===== src/rtl/dot_product_accumulator_if.sv =====
// Handshake bundle for dot_product_accumulator.
// Carries the product stream (in_valid/in_ready/in_data) and the result stream
// (out_valid/out_ready/out_data).
//   master : producer of products and consumer of results (the surrounding datapath)
//   slave  : the accumulator itself
interface dot_product_accumulator_if #(
  parameter int unsigned PROD_WIDTH = 16,
  parameter int unsigned ACC_WIDTH  = 20
);
  logic                  in_valid;
  logic                  in_ready;
  logic [PROD_WIDTH-1:0] in_data;
  logic                  out_valid;
  logic                  out_ready;
  logic [ACC_WIDTH-1:0]  out_data;

  modport master (
    output in_valid,
    input  in_ready,
    output in_data,
    input  out_valid,
    output out_ready,
    input  out_data
  );

  modport slave (
    input  in_valid,
    output in_ready,
    input  in_data,
    output out_valid,
    input  out_ready,
    output out_data
  );
endinterface


===== src/rtl/dot_product_accumulator.sv =====
// Sums each group of VEC_LEN unsigned products into one dot-product result.
// Ports:
//   clk  : rising-edge clock
//   rst  : asynchronous active-high reset
//   bus  : slave side of dot_product_accumulator_if
//          in_valid/in_ready/in_data    product stream (accept = in_valid & in_ready)
//          out_valid/out_ready/out_data result stream (release = out_valid & out_ready)
// Groups end by count only. A result is held until released; in_ready bypasses
// out_ready so a new vector can start in the same cycle the previous result leaves.
module dot_product_accumulator #(
  parameter int unsigned PROD_WIDTH = 16,
  parameter int unsigned VEC_LEN    = 10,
  parameter int unsigned ACC_WIDTH  = 20
) (
  input logic                      clk,
  input logic                      rst,
  dot_product_accumulator_if.slave bus
);

  localparam int unsigned CNT_WIDTH = $clog2(VEC_LEN + 1);
  localparam logic [CNT_WIDTH-1:0] LAST_CNT = CNT_WIDTH'(VEC_LEN - 1);
  localparam logic [CNT_WIDTH-1:0] ONE_CNT  = CNT_WIDTH'(1);

  typedef enum logic [1:0] {StIdle, StAccum, StHold} state_e;

  state_e                state;
  logic [ACC_WIDTH-1:0]  acc;
  logic [CNT_WIDTH-1:0]  cnt;
  logic [ACC_WIDTH-1:0]  result;
  logic                  result_valid;

  logic                  accept;
  logic                  do_release;
  logic                  finish;
  logic [ACC_WIDTH-1:0]  prod_ext;
  logic [ACC_WIDTH-1:0]  sum;

  assign bus.in_ready  = (state != StHold) | bus.out_ready;
  assign bus.out_valid = result_valid;
  assign bus.out_data  = result;

  assign accept     = bus.in_valid & bus.in_ready;
  assign do_release = result_valid & bus.out_ready;
  assign prod_ext   = ACC_WIDTH'(bus.in_data);
  // acc is zero outside StAccum, so sum also covers the first beat of a vector.
  assign sum        = acc + prod_ext;
  // With VEC_LEN == 1 every accepted beat completes a group.
  assign finish     = accept & ((VEC_LEN == 1) | ((state == StAccum) & (cnt == LAST_CNT)));

  always_ff @(posedge clk or posedge rst) begin
    if (rst) begin
      state        <= StIdle;
      acc          <= '0;
      cnt          <= '0;
      result       <= '0;
      result_valid <= 1'b0;
    end else begin
      unique case (state)
        StIdle: begin
          if (finish) begin
            result       <= sum;
            result_valid <= 1'b1;
            acc          <= '0;
            cnt          <= '0;
            state        <= StHold;
          end else if (accept) begin
            acc   <= prod_ext;
            cnt   <= ONE_CNT;
            state <= StAccum;
          end
        end
        StAccum: begin
          if (finish) begin
            result       <= sum;
            result_valid <= 1'b1;
            acc          <= '0;
            cnt          <= '0;
            state        <= StHold;
          end else if (accept) begin
            acc <= sum;
            cnt <= cnt + ONE_CNT;
          end
        end
        StHold: begin
          // In StHold an accept implies a release (in_ready == out_ready here).
          if (finish) begin
            result <= sum;
          end else if (accept) begin
            result_valid <= 1'b0;
            acc          <= prod_ext;
            cnt          <= ONE_CNT;
            state        <= StAccum;
          end else if (do_release) begin
            result_valid <= 1'b0;
            state        <= StIdle;
          end
        end
        default: begin
          state <= StIdle;
        end
      endcase
    end
  end

endmodule

===== src/flat_wrapper.sv =====
// flat-port wrapper written by rule: the top's interface ports become plain ports
module dot_product_accumulator_flat 
#(
  parameter int unsigned PROD_WIDTH = 16,
  parameter int unsigned VEC_LEN    = 10,
  parameter int unsigned ACC_WIDTH  = 20
)
  (clk, rst, bus_in_valid, bus_in_ready, bus_in_data, bus_out_valid, bus_out_ready, bus_out_data);
  dot_product_accumulator_if #(.PROD_WIDTH(PROD_WIDTH), .ACC_WIDTH(ACC_WIDTH)) bus_i ();
  input logic clk;
  input logic rst;
  input wire logic [$bits(bus_i.in_valid)-1:0] bus_in_valid;
  output wire logic [$bits(bus_i.in_ready)-1:0] bus_in_ready;
  input wire logic [$bits(bus_i.in_data)-1:0] bus_in_data;
  output wire logic [$bits(bus_i.out_valid)-1:0] bus_out_valid;
  input wire logic [$bits(bus_i.out_ready)-1:0] bus_out_ready;
  output wire logic [$bits(bus_i.out_data)-1:0] bus_out_data;
  assign bus_i.in_valid = bus_in_valid;
  assign bus_in_ready = bus_i.in_ready;
  assign bus_i.in_data = bus_in_data;
  assign bus_out_valid = bus_i.out_valid;
  assign bus_i.out_ready = bus_out_ready;
  assign bus_out_data = bus_i.out_data;
  dot_product_accumulator #(.PROD_WIDTH(PROD_WIDTH), .VEC_LEN(VEC_LEN), .ACC_WIDTH(ACC_WIDTH)) u_core (.clk(clk), .rst(rst), .bus(bus_i));
endmodule

===== config.mk =====
export PLATFORM = sky130hd
export DESIGN_NAME = dot_product_accumulator_flat
export DESIGN_NICKNAME = d
export VERILOG_FILES = /design/src/rtl/dot_product_accumulator_if.sv /design/src/rtl/dot_product_accumulator.sv /design/src/flat_wrapper.sv
export SDC_FILE = /design/constraint.sdc
export NUM_CORES = 1
export LEC_CHECK = 0
export ABC_AREA = 1
export BUFFER_PORTS_ARGS = -buffer_cell sky130_fd_sc_hd__buf_2
export CORE_MARGIN = 3
export CORE_UTILIZATION = 45
export CTS_CLUSTER_SIZE = 40
export DETAILED_ROUTE_END_ITERATION = 12
export HOLD_SLACK_MARGIN = 0.02
export SLEW_MARGIN = 15
export SYNTH_ARGS = -nofsm -noshare
export SYNTH_HDL_FRONTEND = slang
export SYNTH_SLANG_ARGS = --single-unit

===== constraint.sdc =====
create_clock -name clk -period 3 [get_ports clk]
set_input_delay 0.3 -clock clk [delete_from_list [all_inputs] [get_ports clk]]
set_output_delay 0.3 -clock clk [all_outputs]
set_load 0.005 [all_outputs]

==> results.md <==
- Syn Nets: ~570
- Nets: between 600 and 700
- Post_cts resized: 0
- DP Area: 0.00374 mm^2
- Yosys top cell by area: dfrtp_1
- Total number of vias: between 3,000 and 4,000
- R2R Path Start: u_core.state[0]
- Layout Cell Area excl Fill: between 0.003 and 0.004 mm^2
- First-pass GRT wire length: approximately 15 mm
- R2R depth: 10
- Final Max Tran Viols: 0
- Worst-Margin Slew: slightly above 1 ns
- Final setup violation count: 0
- Worst-Skew Late Latency: about 0.3 ns
- Max incr delay on CP: just over 0.4 ns
- CTS HTree Levels: 2
- Row count: 31
- Reg2Reg Capture Point: u_core.cnt[2]
- Crit Path Class: register to register
- CTS tree: done
- Synth area leaders: dfrtp_1, nand2_1, ha_1
- Drt first pass iters: 4
- Synth unique cells: 32
- Final routed DRC violation total: 0
- CP bufs+invs: 2
- Pwr dens: between 800 and 900 mW/mm^2
- Leakage: around 2.3 nW
- Die Area: ~0.0088 mm^2
- Top cell type's share of synthesized area: about a third
- CTS buffer count: 5
- Clock transition at path regs: 0.09 ns
- Min Tclk post-route: about 2.6 ns
- 1st-iter DRT viols: around 170
- Die height: between 90 and 100 um
- Pin count of the biggest net entering global routing: 48
- Post-synthesis sequential area ratio: 33.9%
- Crit path DAT: between 2 and 3 ns
- IO Pins: 42
- Setup TNS: 0 ns
- Top delay family on crit path: compound AO/OA/AOI/OAI gates
- DRT antenna net count: 0
- Worst IR Drop VDD: 0.000500 V
- Maximum clock path buffer count: 2
- CP Max Fanout: 15
- Synthesis warning total: 0
- Die X: 93.8 um
- Avg Cell Area, Syn: 6.61 um^2
- Clock sinks: between 40 and 50
- GRT Util Overall: between 20% and 30%
- R2r setup slk: between 0.4 and 0.5 ns
- RSZ-0062 raised after global routing: no
- Crit end category: register
- Count of state elements after synthesis: between 40 and 50
- Avg Vias per Cell: between 4 and 5
- Critical-path cell list: inv_1, ha_1, nand2_2, nand2_4, inv_1, o21ai_2, a21oi_4, o21ai_2, o21ai_0, nand2_1
- Period utilisation layout: between 80% and 90%
- Fin. Hold Viols: 0
- Dpl hpwl: 6.49 mm
- Type of the worst min-delay path: input port to asynchronous set/reset pin
- Port Buffer Count: between 40 and 50
- Cts hold-fix bufs: 0
- Setup bufs post-CTS: 0
- Initial cell density of the core: 47.0%
- Core ar.: about 0.0074 mm^2
- Post-synthesis cell area: ~0.0035 mm^2
- Syn Inst Count: roughly 520
- Fmax: ~0.39 GHz
- Post-route insts no fill: roughly 660
- Root buf cell: clkbuf_8
- Max-cap viol count: 0
- Max-slew headroom: 31.8%
- Initial antenna violation count: 0
- RePlAce Congestion: between 0.8 and 0.9
- Status: complete, no violations
- Slowest CP cell: dfrtp_1
- Fillcell total: 756
- Drt wl/cell: around 13 um
- Final Skew: about 0.011 ns
- Total routed wirelength: ~8.5 mm
- N_diodes: 0
- Total power: 3.17 mW
- Number of global-route vias before repair: between 3,000 and 4,000
- Grt ovf: 0
- CP required: 3.20 ns
- DP Cell Count: 656
- Layout cells sized above 1: between 10% and 20%
- Area grow syn2layout: 11.6%
- Startpoint type of the worst setup path: register
## per-stage QoR
stage	hold WS [ns]	worst slack, ns	util [%]
after floorplan	0.453	1.17	-
after global placement	0.452	0.515	50.7
after detailed placement	0.460	0.407	50.7
after CTS	0.258	0.390	52.5
after global routing	0.273	0.143	52.5
final	0.234	0.411	52.5
## worst max-delay path by stage
stage	depth (start not counted)	to	from	slack [ns]
after floorplan	12	u_core.acc[7]	u_core.state[1]	1.17
after global placement	10	u_core.cnt[2]	u_core.state[0]	0.52
after detailed placement	10	u_core.cnt[2]	u_core.state[0]	0.41
after CTS	10	u_core.cnt[2]	u_core.state[0]	0.39
after global routing	10	u_core.cnt[2]	u_core.state[0]	0.14
final	10	u_core.cnt[2]	u_core.state[0]	0.41
## synth_stat cells
| cell type | n |
|---|---|
| a21oi_1 | 14 |
| o21ai_2 | 2 |
| nand3_2 | 1 |
| nand3_1 | 49 |
| nand4_1 | 3 |
| nor2_1 | 31 |
| nand3b_1 | 5 |
| inv_1 | 58 |
| buf_4 | 2 |
| nor2_2 | 2 |
| ha_1 | 22 |
| xor2_1 | 6 |
| buf_6 | 3 |
| inv_2 | 2 |
| nand2_1 | 237 |
| fa_1 | 1 |
| o21ai_0 | 11 |
| nand2_2 | 1 |
| buf_2 | 5 |
| o211ai_1 | 4 |
| a21o_1 | 1 |
| o21ai_1 | 2 |
| xnor2_1 | 2 |
| clkinv_1 | 1 |
| nor2_4 | 2 |
| dfrtp_1 | 47 |
| o21bai_1 | 1 |
| nor3_1 | 5 |
| or2_2 | 1 |
| nand2_4 | 1 |
| a21oi_4 | 1 |
| and2_1 | 1 |
## cells by family (layout without fill, tap and decap cells)
kind of cell,count (synthesis),count (layout),share of synthesized area (%)
and+or+nand+nor,339,339,40.6
xor gates and xnor gates,8,8,2.02
adders and majority gates,23,23,8.52
DFF,47,47,33.9
AOI/OAI and AO/OA,36,36,6.17
buffers and inverters,71,112,8.74
## where the power goes
group / internal [mW] / switching (mW) / total, mW / leakage, nW
combinational: 0.580 / 1.16 / 1.74 / 1.58
clock: 0.333 / 0.227 / 0.561 / 0.0654
sequential: 0.769 / 0.100 / 0.870 / 0.611
## final cells by class
cell class | count | area, um^2 | area share (%)
multi-input cells | 406 | 1990 | 51.4
flip-flops and latches | 47 | 1180 | 30.4
inverters | 61 | 229 | 5.92
repair buffers | 43 | 220 | 5.69
well taps | 99 | 124 | 3.20
clock buffers | 6 | 72.6 | 1.88
clock inverters | 2 | 60.1 | 1.55
## routing by layer
metal  global-route usage (%)  vias up  wire (um)
li1                         -     1718          -
met1                     31.0     1451       4360
met2                     32.1       57       3680
met3                     2.88        7        346
met4                     4.81        0         93
met5                        0        -          0
## state kept, by name, summed over array words and instances (netlist names), named ones only
name / count
u_core.acc: 20
u_core.bus.out_data: 20
u_core.cnt: 3
u_core.state: 2
u_core.bus.out_valid: 1
## cells in the final DEF (no fill, tap or decap), drive strengths merged, types with 2 or more instances in the layout
cell and instances:
nor2 35, buf 43, a21oi 15, nor3 5, o21ai 15, dfrtp 47
o211ai 4, xnor2 2, bufinv 2, ha 22, nand2 239, inv 60
nand3 50, xor2 6, nand3b 5, clkbuf 6, nand4 3
## worst reg2reg max path, delay by kind of cell, from the launching register on
kind / cells / cell delay [ns]
simple gates: 3 / 0.31
fa+ha+maj: 1 / 0.31
flops: 1 / 0.41
buf+inv: 2 / 0.40
compound gates: 4 / 1.04
(Power assumes the default switching activity.)
